===== config.mk =====
export PLATFORM = sky130hd
export DESIGN_NAME = spi_command_queue
export DESIGN_NICKNAME = d
export VERILOG_FILES = /design/src/rtl/spi_command_queue.sv
export SDC_FILE = /design/constraint.sdc
export NUM_CORES = 1
export LEC_CHECK = 0
export ABC_AREA = 1
export CAP_MARGIN = 20
export CORE_ASPECT_RATIO = 2
export CORE_MARGIN = 5
export CORE_UTILIZATION = 47
export CTS_CLUSTER_SIZE = 24
export DETAILED_ROUTE_END_ITERATION = 8
export HOLD_SLACK_MARGIN = 0.08
export PLACE_DENSITY = 0.74
export SLEW_MARGIN = 20
export SYNTH_ARGS = -nofsm -noshare
export SYNTH_HDL_FRONTEND = slang
export SYNTH_SLANG_ARGS = --single-unit
export TNS_END_PERCENT = 30

===== constraint.sdc =====
create_clock -name clk -period 1.9 [get_ports clk]
set_input_delay 0.475 -clock clk [delete_from_list [all_inputs] [get_ports clk]]
set_output_delay 0.475 -clock clk [all_outputs]
set_load 0.1 [all_outputs]

===== src/rtl/spi_command_queue.sv =====
// Captures SPI command bytes once per data_valid assertion, rejects malformed bytes,
// and queues well-formed commands in a small FIFO presented over valid/ready.
module spi_command_queue #(
    parameter int DEPTH     = 4,
    parameter int CNT_WIDTH = 8
) (
    input  logic                     clk,
    input  logic                     reset,
    input  logic [7:0]               spi_data,
    input  logic                     spi_data_valid,
    output logic                     spi_clear,
    output logic [1:0]               cmd_move,
    output logic                     cmd_move_valid,
    output logic [2:0]               cmd_piece_sel,
    output logic                     cmd_valid,
    input  logic                     cmd_ready,
    output logic [$clog2(DEPTH):0]   fifo_count,
    output logic [CNT_WIDTH-1:0]     drop_count,
    output logic [CNT_WIDTH-1:0]     error_count,
    output logic [1:0]               capture_state
);

    localparam int AW = $clog2(DEPTH);
    localparam logic [AW:0]          FULL_COUNT = (AW+1)'(DEPTH);
    localparam logic [CNT_WIDTH-1:0] CNT_MAX    = '1;

    typedef enum logic [1:0] {
        IDLE    = 2'd0,
        CAPTURE = 2'd1,
        CLEAR   = 2'd2
    } state_t;

    // Handshake: cmd_valid is high whenever the FIFO holds an entry; the head
    // entry is consumed on any clock edge where cmd_valid && cmd_ready.

    state_t         state;
    state_t         state_next;
    logic [1:0]     sync_q;
    logic           vs;
    logic [5:0]     mem [DEPTH];
    logic [AW-1:0]  rd_ptr;
    logic [AW-1:0]  wr_ptr;
    logic [5:0]     head;
    logic           capture;
    logic           malformed;
    logic           full;
    logic           pop;
    logic           push;
    logic           drop;
    logic           reject;

    always_ff @(posedge clk or posedge reset) begin
        if (reset) begin
            sync_q <= 2'b00;
        end else begin
            sync_q <= {sync_q[0], spi_data_valid};
        end
    end

    assign vs = sync_q[1];

    always_ff @(posedge clk or posedge reset) begin
        if (reset) begin
            state     <= IDLE;
            spi_clear <= 1'b0;
        end else begin
            state     <= state_next;
            spi_clear <= (state_next == CLEAR);
        end
    end

    always_comb begin
        state_next = state;
        case (state)
            IDLE:    if (vs) state_next = CAPTURE;
            CAPTURE: state_next = CLEAR;
            CLEAR:   if (!vs) state_next = IDLE;
            default: state_next = IDLE;
        endcase
    end

    assign capture_state = state;

    // A full FIFO still accepts a push when the head leaves in the same cycle.
    assign capture   = (state == CAPTURE);
    assign malformed = (spi_data[7:6] != 2'b00);
    assign full      = (fifo_count == FULL_COUNT);
    assign pop       = cmd_valid & cmd_ready;
    assign push      = capture & ~malformed & (~full | pop);
    assign drop      = capture & ~malformed & full & ~pop;
    assign reject    = capture & malformed;

    always_ff @(posedge clk) begin
        if (push) begin
            mem[wr_ptr] <= spi_data[5:0];
        end
    end

    always_ff @(posedge clk or posedge reset) begin
        if (reset) begin
            wr_ptr     <= '0;
            rd_ptr     <= '0;
            fifo_count <= '0;
        end else begin
            if (push) wr_ptr <= wr_ptr + AW'(1);
            if (pop)  rd_ptr <= rd_ptr + AW'(1);
            case ({push, pop})
                2'b10:   fifo_count <= fifo_count + (AW+1)'(1);
                2'b01:   fifo_count <= fifo_count - (AW+1)'(1);
                default: fifo_count <= fifo_count;
            endcase
        end
    end

    always_ff @(posedge clk or posedge reset) begin
        if (reset) begin
            drop_count  <= '0;
            error_count <= '0;
        end else begin
            if (drop && drop_count != CNT_MAX)
                drop_count <= drop_count + CNT_WIDTH'(1);
            if (reject && error_count != CNT_MAX)
                error_count <= error_count + CNT_WIDTH'(1);
        end
    end

    assign cmd_valid      = (fifo_count != '0);
    assign head           = cmd_valid ? mem[rd_ptr] : 6'd0;
    assign cmd_move       = head[1:0];
    assign cmd_piece_sel  = head[4:2];
    assign cmd_move_valid = head[5];

endmodule


* After elaboration in Yosys (flattened, before gate mapping)
Memories as Yosys holds them, arrays and structs flattened.
Cells that the tools add are included.
** Storage, ports and cells
- Memories kept :: 1
- Register bits :: 28
- Output and inout bits :: 29
- Bits in writable memories :: 24
- Word-level logic and storage cells :: 46
** Memories
- mem :: words 4, bits a word 6, read ports 1, clocked after Yosys merged registers in 0, write ports 1, line 40 : logic [5:0] mem [DEPTH];
** Operators by class
- Multiplexer cells :: 7
- Reduce and logical (&&, ||, !) cells :: 6
- $add $sub $neg :: 6
- Bitwise operators :: 10
- Equal/unequal tests :: 8
** Operators with widths (count)
- $add 8x1->8 const B :: 2
- $ne 8x8->1 const B :: 2
- $and 1x1->1 :: 6
- $eq 2x2->1 const B :: 3
- $mux 6 :: 1
- $pmux 2 s3 :: 1
- $pmux 3 s2 :: 1
- $add 2x1->2 const B :: 2
- $eq 2x1->1 const B :: 2
- $mux 2 :: 2
- $reduce_bool 2->1 :: 2
- $add 3x1->3 const B :: 1
- $eq 3x3->1 const B :: 1
- $not 1->1 :: 3
- $reduce_bool 3->1 :: 1
- $sub 3x1->3 const B :: 1
- $logic_and 1x1->1 :: 2
- $logic_not 2->1 :: 1
- $mux 1 :: 2
- $or 1x1->1 :: 1

* Logic depth before layout (Yosys ltp)
Gate-level depths: netlist of the first run.
- Word-level depth :: 6
- Gate-level depth with buffers :: 9

* Worst setup path before layout of the first run
Ideal clock, no wire load.
- Path kind :: reg2out
- From :: reg fifo_count[2]
- To :: out cmd_move[0]
- Data required time :: 1.425 ns
- Slack :: -1.894 ns
- Path buffers :: 0
- Stages on the path, launching flop included :: 5
- Data arrival time :: 3.319 ns
- Cell sequence :: dfrtp_1 -> inv_1 -> nand2_2 -> inv_1 -> a21oi_1
** On the way
- Longest elaborated chain between the ends :: 2
** Ends and longest elaborated chain
- start, declared :: line 17 : output logic [$clog2(DEPTH):0] fifo_count,
- start signal, assigned :: line 108 : 2'b10: fifo_count <= fifo_count + (AW+1)'(1);
- start signal, assigned :: line 109 : 2'b01: fifo_count <= fifo_count - (AW+1)'(1);
- start signal, assigned :: line 110 : default: fifo_count <= fifo_count;
- $reduce_bool 3->1 :: line 127 : assign cmd_valid = (fifo_count != '0);
- named net cmd_valid :: line 15 : output logic cmd_valid,
- $mux 6 :: line 128 : assign head = cmd_valid ? mem[rd_ptr] : 6'd0;
- end, declared :: line 12 : output logic [1:0] cmd_move,
The timed path passes the listed nets, and every way through them passes these cells.

* Worst setup path in the final report of the first run
- From :: reg rd_ptr[0]
- To :: out cmd_move[0]
** On the way
- Longest elaborated chain between the ends :: 2
** Ends and longest elaborated chain
- start, declared :: line 41 : logic [AW-1:0] rd_ptr;
- start signal, assigned :: line 106 : if (pop) rd_ptr <= rd_ptr + AW'(1);
- $mem_v2 4x6
- $mux 6 :: line 128
No other way between the ends.

==> qor.yml, run 1 <==
grt_usage: 0.173
design_area_um2: 3680
rsz0062_at_grt: "true"
grt_pass1_wl_um: 8940
critPathArrivalTime_ns: 1.55
timing.fmax_mhz: 493
placed_area_um2: 3430
clk_pin_slew_ns: 0.09
io_pins: 41
hold_start: "sync_q[0]"
drv_slew: 0
nets: 338
yosys.area.top_type: "edfxtp_1"
globalplace.congestion: 0.803
area_growth_pct: 49.7
worst_pin_slew_ns: 0.411
required_ns: 1.42
die_h_um: 112
post_drt_wl_per_cell_um: 13.9
start_kind: "register"
tns_ns: -0.530
drc: 0
first_pass_iters: 4
yosysSeqAreaShare: 0.579
worst_skew_pair.late_latency_ns: 0.30
die_w_um: 61.1
endpoint_kind: "primary output"
cts_sinks: 52
final_common_cell: "nand2_1"
synthCells: 253
diodes: 0
place_inst: 363
final_cell_mix: "53 x nand2_1, 32 x nor2_1, 30 x buf_12"
cts_root_buffer: "clkbuf_8"
avgSynthCellArea_um2: 9.71
drv_cap: 0
drive_above_1_share: 0.331
instances_no_fill: 378
ys_warn_count: 0
synthTopCellsByArea: "edfxtp_1 29%, dfrtp_1 29%, nand2_1 8.1%"
fin_ws_ns: -0.129
grt_max_degree: 29
routed_wl_um: 5260
worstSetupPathType: "register to primary output"
outcome: "finished, violations left"
violations: "negative setup slack"
io_buffer_count: 40
dp_hpwl_um: 3850
ys_ff_latch: 52
ant_nets: 0
finalSetupViolCount: 6
cts_tree: "done"
cts.htree.levels: 2
finalHoldViolCount: 0
maxSlewHeadroom: 0.724
synth_top_area_frac: 0.293
dieArea_um2: 6860
period_minus_slack_ns: 2.03
ys_types: 28
grt_pass1_vias: 2004
numCtsBuffers: 5
core_um2: 5090
num_vias: 1880
antenna_found_initial: 0
crit_start: "rd_ptr[0]"
hold_class: "register to register"
syn_nets: 272
worstReg2RegStart: "fifo_count[0]"
finClkSkew_ns: 0.00523
vias_per_cell: 4.97
fin_crit_sh: 1.07
cts_buffer_depth: 2
postCtsHoldBufs: 0
first_iter_violations: 64
gr-total-overflow: 0
cp_max_fo: 6
num_rows: 37
initial_core_util: 0.482
syn-cell-area_um2: 2460
==> synth_stat cells <==
master	n
nand3_2	2
buf_2	2
nand3_1	8
a21oi_1	8
o21ai_2	1
inv_2	1
nand4_2	1
nor2_1	38
xor2_2	1
ha_1	6
nor2_2	4
nand4_1	3
fa_1	1
nand2_4	1
nor3_1	2
o21ai_1	4
inv_1	27
edfxtp_1	24
o21ai_0	14
nor2_4	1
nand3b_1	2
inv_6	1
xnor2_1	5
clkbuf_1	1
dfrtp_1	28
nand2_1	53
xor2_1	8
nand2_2	6
==> final timing paths <==
| kind | endpoint | slack, ns | cells after the start |
|---|---|---|---|
| setup / recovery | cmd_move[0] | -0.13 | 6 |
| hold / removal | sync_q[1] | 0.36 | 0 |
| setup reg to reg | fifo_count[1] | 0.18 | 8 |
| hold reg to reg | sync_q[1] | 0.36 | 0 |
| max in group asynchronous | fifo_count[2] | 1.07 | 3 |
| min in group asynchronous | sync_q[0] | 0.53 | 3 |
==> worst max-delay path, cell delays in order (launching register included) <==
cell,delay (ns)
dfrtp_2,0.45
buf_6,0.15
nor2_1,0.05
nor2_1,0.10
o21ai_1,0.14
a21oi_4,0.18
buf_12,0.19
==> per-layer routing <==
metal  wire length, um  share of wire  track usage  up-vias
li1                  -              -            -      939
met2              2910           0.55        0.300       43
met4               178          0.034       0.0912        0
met1              2000           0.38        0.190      884
met5                 0              0            0        -
met3               170          0.032       0.0299       14
==> cell type report <==
type,instances,area (um^2)
flip-flops and latches,52,1440
fillers,363,1420
multi-input cells,169,1030
repair buffers,62,876
inverters,29,123
clock buffers,6,72.6
well taps,58,72.6
clock inverters,2,60.1
==> logic make-up after synthesis <==
logic type / synth area share
AOI/OAI and AO/OA: 0.0565
buffers and inverters: 0.0520
and+or+nand+nor: 0.221
adders and majority gates: 0.0387
DFF: 0.579
xor gates and xnor gates: 0.0530
==> sequential cells by signal, indices dropped and copies added, names as in the netlist <==
| signal | count |
|---|---|
| capture_state | 2 |
| spi_clear | 1 |
| mem | 24 |
| error_count | 8 |
| sync_q | 2 |
| drop_count | 8 |
| wr_ptr | 2 |
| fifo_count | 3 |
| rd_ptr | 2 |
==> per-stage QoR <==
step,hold slack (ns),utilization,worst slack (ns)
finish,0.359,0.722,-0.129
global route,0.370,0.722,-0.175
CTS,0.361,0.716,-0.0941
detailed placement,0.340,0.673,-0.184
global placement,0.332,0.673,-0.104
floorplan,0.331,-,-0.395
==> repair_timing <==
item | 4_1_cts | 5_1_grt
setup endpoints to repair | 6 | 8
gates cloned | 1 | 0
pin swaps | 5 | 5
resized for setup | 22 | 10
setup buffers | 6 | 0
Power of run 1 is not shown: default switching activity piles up to over one toggle a cycle in this logic, so the estimate is an artifact.
==> run 2, diff against run 1 <==
Settings changed: SKIP_LAST_GASP set to 1.
Clock period 1.9 ns to 2.51 ns, I/O delays scaled along.
==> qor.yml, run 2 (synthesized netlist as in run 1, its figures left out) <==
drc: 0  # unchanged
reg2reg_setup_slack_ns: 0.78  # +0.60 ns
grt_pass1_wl_um: 8420  # -5.8%
antenna_found_initial: 0  # unchanged
num_rows: 37  # unchanged
finalSetupViolCount: 0  # -6
die_w_um: 61.1  # unchanged
postCtsHoldBufs: 0  # unchanged
grt_max_degree: 19  # -34%
numCtsBuffers: 5  # unchanged
dieArea_um2: 6860  # unchanged
first_pass_iters: 4  # unchanged
outcome: "finished, final reports clean"
cts_sinks: 52  # unchanged
worst_skew_pair.late_latency_ns: 0.30  # about the same
grt_pass1_vias: 1802  # -10%
nets: 324  # -4.1%
period_minus_slack_ns: 2.32
vias_per_cell: 4.92  # -1.1%
whs_ns: 0.354  # -0.00492 ns
diodes: 0  # unchanged
rsz0062_at_grt: "false"
required_ns: 1.88  # +0.46 ns
reg_top3: "mem x24, drop_count x8, error_count x8"
endpoint_kind: "primary output"
final_cell_mix: "53 x nand2_1, 38 x nor2_1, 30 x buf_4"
max_flop_register: "mem"
post_cts_buffers: 0  # -6
final_common_cell: "nand2_1"
dp_hpwl_um: 3940  # +2.3%
whs_path_depth: 0  # unchanged
ant_nets: 0  # unchanged
worstSetupPathType: "register to primary output"
grt_usage: 0.164  # -0.00921
clk_pin_slew_ns: 0.09  # about the same
largest_reg_flops: 24  # unchanged
gr-total-overflow: 0  # unchanged
reg2reg_depth: 9  # +1
globalplace.congestion: 0.776  # -3.4%
cts_root_buffer: "clkbuf_8"
maxSlewHeadroom: 0.690  # -0.0341
fin_crit_sh: 0.922
cts.htree.levels: 2  # unchanged
start_kind: "register"
post_drt_wl_per_cell_um: 13.7  # -1.3%
cts_tree: "done"
drv_slew: 0  # unchanged
routed_wl_um: 5000  # -4.9%
hold_class: "register to register"
drive_above_1_share: 0.242  # -0.0894
io_pins: 41  # unchanged
finClkSkew_ns: 0.00518  # -0.0000550 ns
finalHoldViolCount: 0  # unchanged
cts_buffer_depth: 2  # unchanged
timing.fmax_mhz: 432
tns_ns: 0  # +0.530 ns
area_growth_pct: 31.1
drv_cap: 0  # unchanged
core_um2: 5090  # unchanged
num_vias: 1791  # -4.7%
die_h_um: 112  # unchanged
cp_max_fo: 8  # +2
first_iter_violations: 61  # -4.7%
post_cts_resize_count: 0  # -100%
initial_core_util: 0.482  # unchanged
worst_pin_slew_ns: 0.465  # +0.0538 ns
critPathArrivalTime_ns: 1.69  # +0.14 ns
io_buffer_count: 40  # unchanged
run 2: cell count changes in the layout (fill, tap and decap cells not counted), sizes merged:
cell  before  now
buf       51   37
run 2: cell type report:
type / instances / area (um^2)
Clock buffer: 6 / 72.6
Clock inverter: 2 / 60.1
Fill cell: 427 / 1870
Inverter: 29 / 118
Multi-Input combinational cell: 169 / 988
Sequential cell: 52 / 1430
Tap cell: 58 / 72.6
Timing Repair Buffer: 48 / 475
run 2: path summary, 6_finish.rpt:
path                          startpoint             end
hold / removal                 sync_q[0]       sync_q[1]
setup / recovery               rd_ptr[1]  cmd_move_valid
max in group asynchronous          reset   fifo_count[0]
min in group asynchronous          reset  error_count[5]
hold reg to reg                sync_q[0]       sync_q[1]
setup reg to reg           fifo_count[0]   fifo_count[2]
run 2: layer usage:
layer  vias to the layer above  track usage  wire length (um)
met5                         -            0                 0
met4                         0       0.0521                76
met3                         5       0.0460               245
met2                        31        0.296              2830
met1                       843        0.174              1840
li1                        912            -                 -
run 2: critical path, stage by stage, from the launching register on:
cell and delay, ns:
dfrtp_1 0.52, inv_1 0.18, nor2_1 0.12, o21ai_0 0.08
buf_4 0.16, a21oi_4 0.13, buf_12 0.19
run 2: per-stage QoR:
stage               setup WS, ns  area (um^2)  std cells   util
floorplan                 0.0159         2550        253      -
global placement           0.209         3090        356  0.606
detailed placement         0.129         3090        356  0.606
CTS                        0.196         3220        364  0.632
global route              0.0334         3220        364  0.632
finish                     0.195         3220        364  0.632
Power of run 2 is left out for the same reason.
